File: src/rtl/ir_prefetch_pkg.sv
// Shared definitions for the prefetching instruction register: default widths,
// the per-cycle IR action encoding and a small parameter sanity helper.
package ir_prefetch_pkg;

    localparam int DEF_DATA_W = 8;
    localparam int DEF_OP_W   = 4;
    localparam int DEF_ARG_W  = 4;
    localparam int DEF_DEPTH  = 4;

    // What the IR register does on the coming edge, decided once per cycle
    typedef enum logic [2:0] {
        IR_HOLD,
        IR_FLUSH,
        IR_LOAD_HEAD,
        IR_BYPASS,
        IR_DRAIN
    } ir_action_e;

    function automatic logic is_pow2(input int n);
        return (n >= 2) && ((n & (n - 1)) == 0);
    endfunction

endpackage

File: src/rtl/ir_fifo.sv
// Prefetch queue: storage array with separate occupancy count so full and
// empty stay unambiguous while the pointers wrap naturally.
module ir_fifo
    import ir_prefetch_pkg::*;
#(
    parameter int DATA_W = DEF_DATA_W,
    parameter int DEPTH  = DEF_DEPTH,
    localparam int PTR_W = $clog2(DEPTH),
    localparam int CNT_W = PTR_W + 1
) (
    input  logic              clk,
    input  logic              clr,
    input  logic              flush,
    input  logic              push,
    input  logic              pop,
    input  logic [DATA_W-1:0] wr_data,
    output logic [DATA_W-1:0] rd_data,
    output logic [CNT_W-1:0]  count,
    output logic              full,
    output logic              empty
);

    logic [DATA_W-1:0] mem [DEPTH];
    logic [PTR_W-1:0]  wr_ptr;
    logic [PTR_W-1:0]  rd_ptr;

    if (!is_pow2(DEPTH)) begin : g_bad_depth
        $error("ir_fifo: DEPTH must be a power of two >= 2");
    end

    // Storage carries no reset; only pointers and count define what is valid
    always_ff @(posedge clk) begin
        if (push) begin
            mem[wr_ptr] <= wr_data;
        end
    end

    always_ff @(posedge clk or negedge clr) begin
        if (!clr) begin
            wr_ptr <= '0;
            rd_ptr <= '0;
            count  <= '0;
        end else if (flush) begin
            wr_ptr <= '0;
            rd_ptr <= '0;
            count  <= '0;
        end else begin
            if (push) begin
                wr_ptr <= wr_ptr + PTR_W'(1);
            end
            if (pop) begin
                rd_ptr <= rd_ptr + PTR_W'(1);
            end
            case ({push, pop})
                2'b10:   count <= count + CNT_W'(1);
                2'b01:   count <= count - CNT_W'(1);
                default: count <= count;
            endcase
        end
    end

    assign rd_data = mem[rd_ptr];
    assign full    = (count == CNT_W'(DEPTH));
    assign empty   = (count == '0);

endmodule

File: src/rtl/ir_prefetch.sv
// Instruction register fed by a prefetch queue, with an empty-queue bypass,
// branch flush and a sticky overflow flag; splits the IR into opcode/operand.
module ir_prefetch
    import ir_prefetch_pkg::*;
#(
    parameter int DATA_W = DEF_DATA_W,
    parameter int OP_W   = DEF_OP_W,
    parameter int ARG_W  = DEF_ARG_W,
    parameter int DEPTH  = DEF_DEPTH,
    localparam int CNT_W = $clog2(DEPTH) + 1
) (
    input  logic              clk,
    input  logic              clr,
    input  logic [DATA_W-1:0] d_in,
    input  logic              li_bar,
    input  logic              nxt,
    input  logic              flush,
    output logic [OP_W-1:0]   y_1,
    output logic [ARG_W-1:0]  y_2,
    output logic              valid,
    output logic              empty,
    output logic              full,
    output logic [CNT_W-1:0]  count,
    output logic              ovf
);

    if (DATA_W != OP_W + ARG_W) begin : g_bad_width
        $error("ir_prefetch: DATA_W must equal OP_W + ARG_W");
    end

    ir_action_e        action;
    logic              push_req;
    logic              fifo_push;
    logic              fifo_pop;
    logic              ovf_set;
    logic [DATA_W-1:0] fifo_head;
    logic [DATA_W-1:0] ir_q;

    // Flush beats everything; an empty queue with a load pending feeds the IR directly
    always_comb begin
        action    = IR_HOLD;
        push_req  = 1'b0;
        fifo_pop  = 1'b0;
        fifo_push = 1'b0;
        ovf_set   = 1'b0;
        if (flush) begin
            action = IR_FLUSH;
        end else if (nxt) begin
            if (!empty) begin
                action = IR_LOAD_HEAD;
            end else if (!li_bar) begin
                action = IR_BYPASS;
            end else begin
                action = IR_DRAIN;
            end
        end
        push_req  = !li_bar && !flush && (action != IR_BYPASS);
        fifo_pop  = (action == IR_LOAD_HEAD);
        fifo_push = push_req && (!full || fifo_pop);
        ovf_set   = push_req && full && !fifo_pop;
    end

    ir_fifo #(
        .DATA_W (DATA_W),
        .DEPTH  (DEPTH)
    ) u_fifo (
        .clk     (clk),
        .clr     (clr),
        .flush   (flush),
        .push    (fifo_push),
        .pop     (fifo_pop),
        .wr_data (d_in),
        .rd_data (fifo_head),
        .count   (count),
        .full    (full),
        .empty   (empty)
    );

    always_ff @(posedge clk or negedge clr) begin
        if (!clr) begin
            ir_q  <= '0;
            valid <= 1'b0;
        end else begin
            case (action)
                IR_LOAD_HEAD: begin
                    ir_q  <= fifo_head;
                    valid <= 1'b1;
                end
                IR_BYPASS: begin
                    ir_q  <= d_in;
                    valid <= 1'b1;
                end
                IR_FLUSH, IR_DRAIN: begin
                    valid <= 1'b0;
                end
                default: begin
                    valid <= valid;
                end
            endcase
        end
    end

    // Sticky until reset so software can see that a fetch was ever lost
    always_ff @(posedge clk or negedge clr) begin
        if (!clr) begin
            ovf <= 1'b0;
        end else if (ovf_set) begin
            ovf <= 1'b1;
        end
    end

    assign y_1 = ir_q[DATA_W-1 -: OP_W];
    assign y_2 = ir_q[ARG_W-1:0];

endmodule
File: config.mk
export PLATFORM = sky130hd
export DESIGN_NAME = ir_prefetch
export DESIGN_NICKNAME = d
export VERILOG_FILES = /design/src/rtl/ir_prefetch_pkg.sv /design/src/rtl/ir_fifo.sv /design/src/rtl/ir_prefetch.sv
export SDC_FILE = /design/constraint.sdc
export NUM_CORES = 1
export LEC_CHECK = 0
export CORE_AREA = 10 10 77 79
export CTS_BUF_LIST = sky130_fd_sc_hd__clkbuf_8
export CTS_CLUSTER_SIZE = 24
export DETAILED_ROUTE_END_ITERATION = 16
export DIE_AREA = 0 0 87 89
export GPL_ROUTABILITY_DRIVEN = 0
export PLACE_DENSITY_LB_ADDON = 0.12
export SYNTH_ARGS = -nofsm -noshare
export SYNTH_HDL_FRONTEND = slang
export SYNTH_SLANG_ARGS = --single-unit
File: constraint.sdc
create_clock -name clk -period 4.2 [get_ports clk]
set_input_delay 0.84 -clock clk [delete_from_list [all_inputs] [get_ports clk]]
set_output_delay 0.84 -clock clk [all_outputs]
set_load 0.02 [all_outputs]
==> results.yml <==
min_path:
  worst_hold_path.num_cells: 1
  worst_hold_path_startpoint: "ovf"
  min_to: "ovf"
  min-delay-path-class: "reg2reg"
cts:
  tritoncts_clock_tree: "done"
  worstSkewPairLatency_ns: 0.30
  cts_sinks: 49
  postCtsSetupRepairBufs: 0
  numCtsBuffers: 5
  cts_root_buf: "clkbuf_8"
  cts_resized: 0
  htreeDepth: 2
  ctsLongestPathBuffers: 2
  cts.reportedPaths.clkPinSlew_ns: 0.09
  cts_hold_buf: 0
worst_setup_path:
  critPathRequiredTime_ns: 4.43
  standard_cell_with_the_maximum_stage_delay_on_the_critical_path: "clkdlybuf4s50_1"
  rr_worst_depth: 7
  cp_cell_sequence: "clkdlybuf4s50_1, nand2b_1, or3_1, fa_1, nor4_1, a31oi_1, a31oi_1"
  rr_endpoint: "u_fifo.count[2]"
  path_max_fanout: 11
  cpMostUsedCell: "a31oi_1"
  timing_worst_setup_path_type: "in2reg"
  cp-start-kind: "primary input"
  max_stage_delay_on_crit_path_ns: 0.60
  data_arrival_time_at_the_worst_slack_endpoint_ns: 3.20
  critical_path.reg2reg.startpoint: "u_fifo.count[2]"
  cp-end-kind: "flip-flop"
  r2r_setup_slack_ns: 1.98
logic_synthesis:
  yosysUniqueCellTypes: 36
  synth_cells: 132
  top_post_synthesis_cells_by_area: "edfxtp_1, dfrtp_1, mux4_2"
  ys_seq_area_frac: 0.653
  postSynthAreaPerCell_um2: 16.1
  synthDominantAreaCellType: "edfxtp_1"
  number_of_enable_flip_flop_cells_after_synthesis: 32
  ys.warnings.count: 0
  netlist.area_leader.share: 0.453
  postSynth.asyncResetShare: 0.347
  synth_commonest_cells: "edfxtp_1, dfrtp_1, or3_1"
  yosys_most_used_dff: "edfxtp_1"
  postSynthNetCount: 150
  dominant_cell_by_count_in_the_synthesized_netlist: "edfxtp_1"
  synth-seq-cells: 49
  mappedNetlistArea_um2: 2120
grt:
  grt_antenna_before_repair: 0
  grt_max_degree: 18
  via_count_of_the_first_global_routing_pass: 1252
  grt_use_total: 0.115
  global_route.overflow_total: 0
  grt_pass1_wl_um: 6780
drt:
  drt_iter0_markers: 102
  dr.pass1.iters: 4
  route.detailed.vias_per_inst: 5.79
  routed_wl_um: 4270
  vias: 1240
  post-route-drc-count: 0
  avgRoutedWirePerCell_um: 20.0
  detail-route-antenna-nets: 0
timing:
  max_slew.worst_pin.slew_ns: 0.816
  timing_hold_violations_final: 0
  min_period_over_period: 0.709
  finalSetupViolCount: 0
  totalNegativeSetupSlack_ns: 0
  post_route_worst_setup_slack_ns: 1.22
  min_period_ns: 2.98
  unrepaired_setup_endpoints_after_global_routing: "false"
  timing_max_transition_violations_final: 0
  timing.max_slew.rel_slack: 0.454
  max_clock_skew_ns: 0.00809
  max_freq_mhz: 336
pwr:
  cell_internal_pwr_uw: 944
  clock_power_share: 0.314
  switching_share: 0.255
  comb_power_share: 0.211
  power.net_switching_uw: 324
  seqPwrFrac: 0.476
  max-vdd-ir-drop_mv: 0.200
  pwr_density_cell_nw_per_um2: 495
  leakage_nw: 0.896
die:
  io_pins: 28
  floorplan_die_height_um: 89
  placeableCoreArea_um2: 4540
  fp.dieW_um: 87
  fp.dieArea_um2: 7740
  floorplan.rows: 25
  starting_density: 0.468
placed_design:
  port_buffers: 27
  dpl_worst_slack_ns: 0.913
  dp_hpwl_um: 2930
layout:
  fillerInstances: 371
  area_growth_pct: 20.7
  antenna_cells_inserted: 0
  final_layout_size_suffix_gt1_frac: 0.175
  fin_nets: 177
flow_run:
  maxCapViolCount: 0
status:
  run_status: "completed"
==> flip-flops by register name, summed over array words and instances (netlist names) <==
name and cells:
u_fifo.mem 32, ir_q 8, u_fifo.count 3, u_fifo.rd_ptr 2
u_fifo.wr_ptr 2, ovf 1, valid 1
==> worst max-delay path: cells and delay by family <==
kind            cells  cell delay [ns]
fa+ha+maj           1             0.44
buf+inv             1             0.60
simple gates        3             1.05
compound gates      2             0.26
==> cell usage in the layout, fill, tap and decap left out, types with 3 or more instances in the layout <==
cell	instances
and2_1	5
clkbuf_8	5
clkdlybuf4s50_1	27
dfrtp_1	17
edfxtp_1	32
ha_1	4
inv_1	5
mux4_2	8
nand2b_1	3
nor2_1	5
o221a_2	8
or3_1	9
xor2_1	3
==> through the flow <==
step | instances | total power [mW] | cell area [µm²] | hold slack (ns) | util
3_5_place_dp | 206 | 0.887 | 2430 | 0.458 | 0.535
6_report | 214 | 1.27 | 2560 | 0.476 | 0.565
2_1_floorplan | 132 | 0.761 | 2120 | 0.500 | -
4_1_cts | 214 | 1.28 | 2560 | 0.479 | 0.565
5_1_grt | 214 | 1.33 | 2560 | 0.502 | 0.565
3_3_place_gp | 206 | 0.882 | 2430 | 0.465 | 0.535
==> cells by family (layout without fill, tap and decap cells) <==
logic type               count (synthesis)  after routing  synth area share
AO/OA/AOI/OAI                           22             22            0.0919
AND/OR/NAND/NOR                         28             28            0.0778
flip-flops                              49             49             0.653
buffers and inverters                   13             41            0.0289
adder cells (fa/ha/maj)                  5              5            0.0330
multiplexers                            10             10            0.0949
XOR/XNOR                                 5              5            0.0206
==> power groups by stage <==
stage / Combinational [mW] / Sequential [mW] / Clock (mW)
floorplan: 0.123 / 0.638 / 0
global placement: 0.269 / 0.613 / 0
detailed placement: 0.272 / 0.615 / 0
CTS: 0.272 / 0.605 / 0.408
global route: 0.288 / 0.612 / 0.433
finish: 0.267 / 0.603 / 0.398
==> per-layer routing <==
| metal | part of all wire | global-route usage | up-vias |
|---|---|---|---|
| li1 | - | - | 567 |
| met1 | 0.45 | 0.150 | 648 |
| met2 | 0.50 | 0.184 | 18 |
| met3 | 0.036 | 0.0319 | 7 |
| met4 | 0.0098 | 0.0309 | 0 |
| met5 | 0 | 0 | - |
==> worst max-delay path by stage <==
stage,end,slack [ns],start
after floorplan,u_fifo.count[2],1.66,nxt
after global placement,u_fifo.count[2],1.02,flush
after detailed placement,u_fifo.count[2],0.91,flush
after CTS,u_fifo.count[2],1.24,flush
after global routing,u_fifo.count[2],1.07,flush
final,u_fifo.count[2],1.22,flush
==> area by class of cell <==
cell class                 count  area, µm²  share of cell area
sequential                    49       1390               0.541
multi-input combinational     70        676               0.264
clock inverter                 3       68.8              0.0268
tap                           54       67.6              0.0264
inverter                       5       18.8             0.00732
clock buffer                   5       68.8              0.0268
timing repair buffer          28        278               0.108
Note: power is estimated with default switching activity, not from simulation.
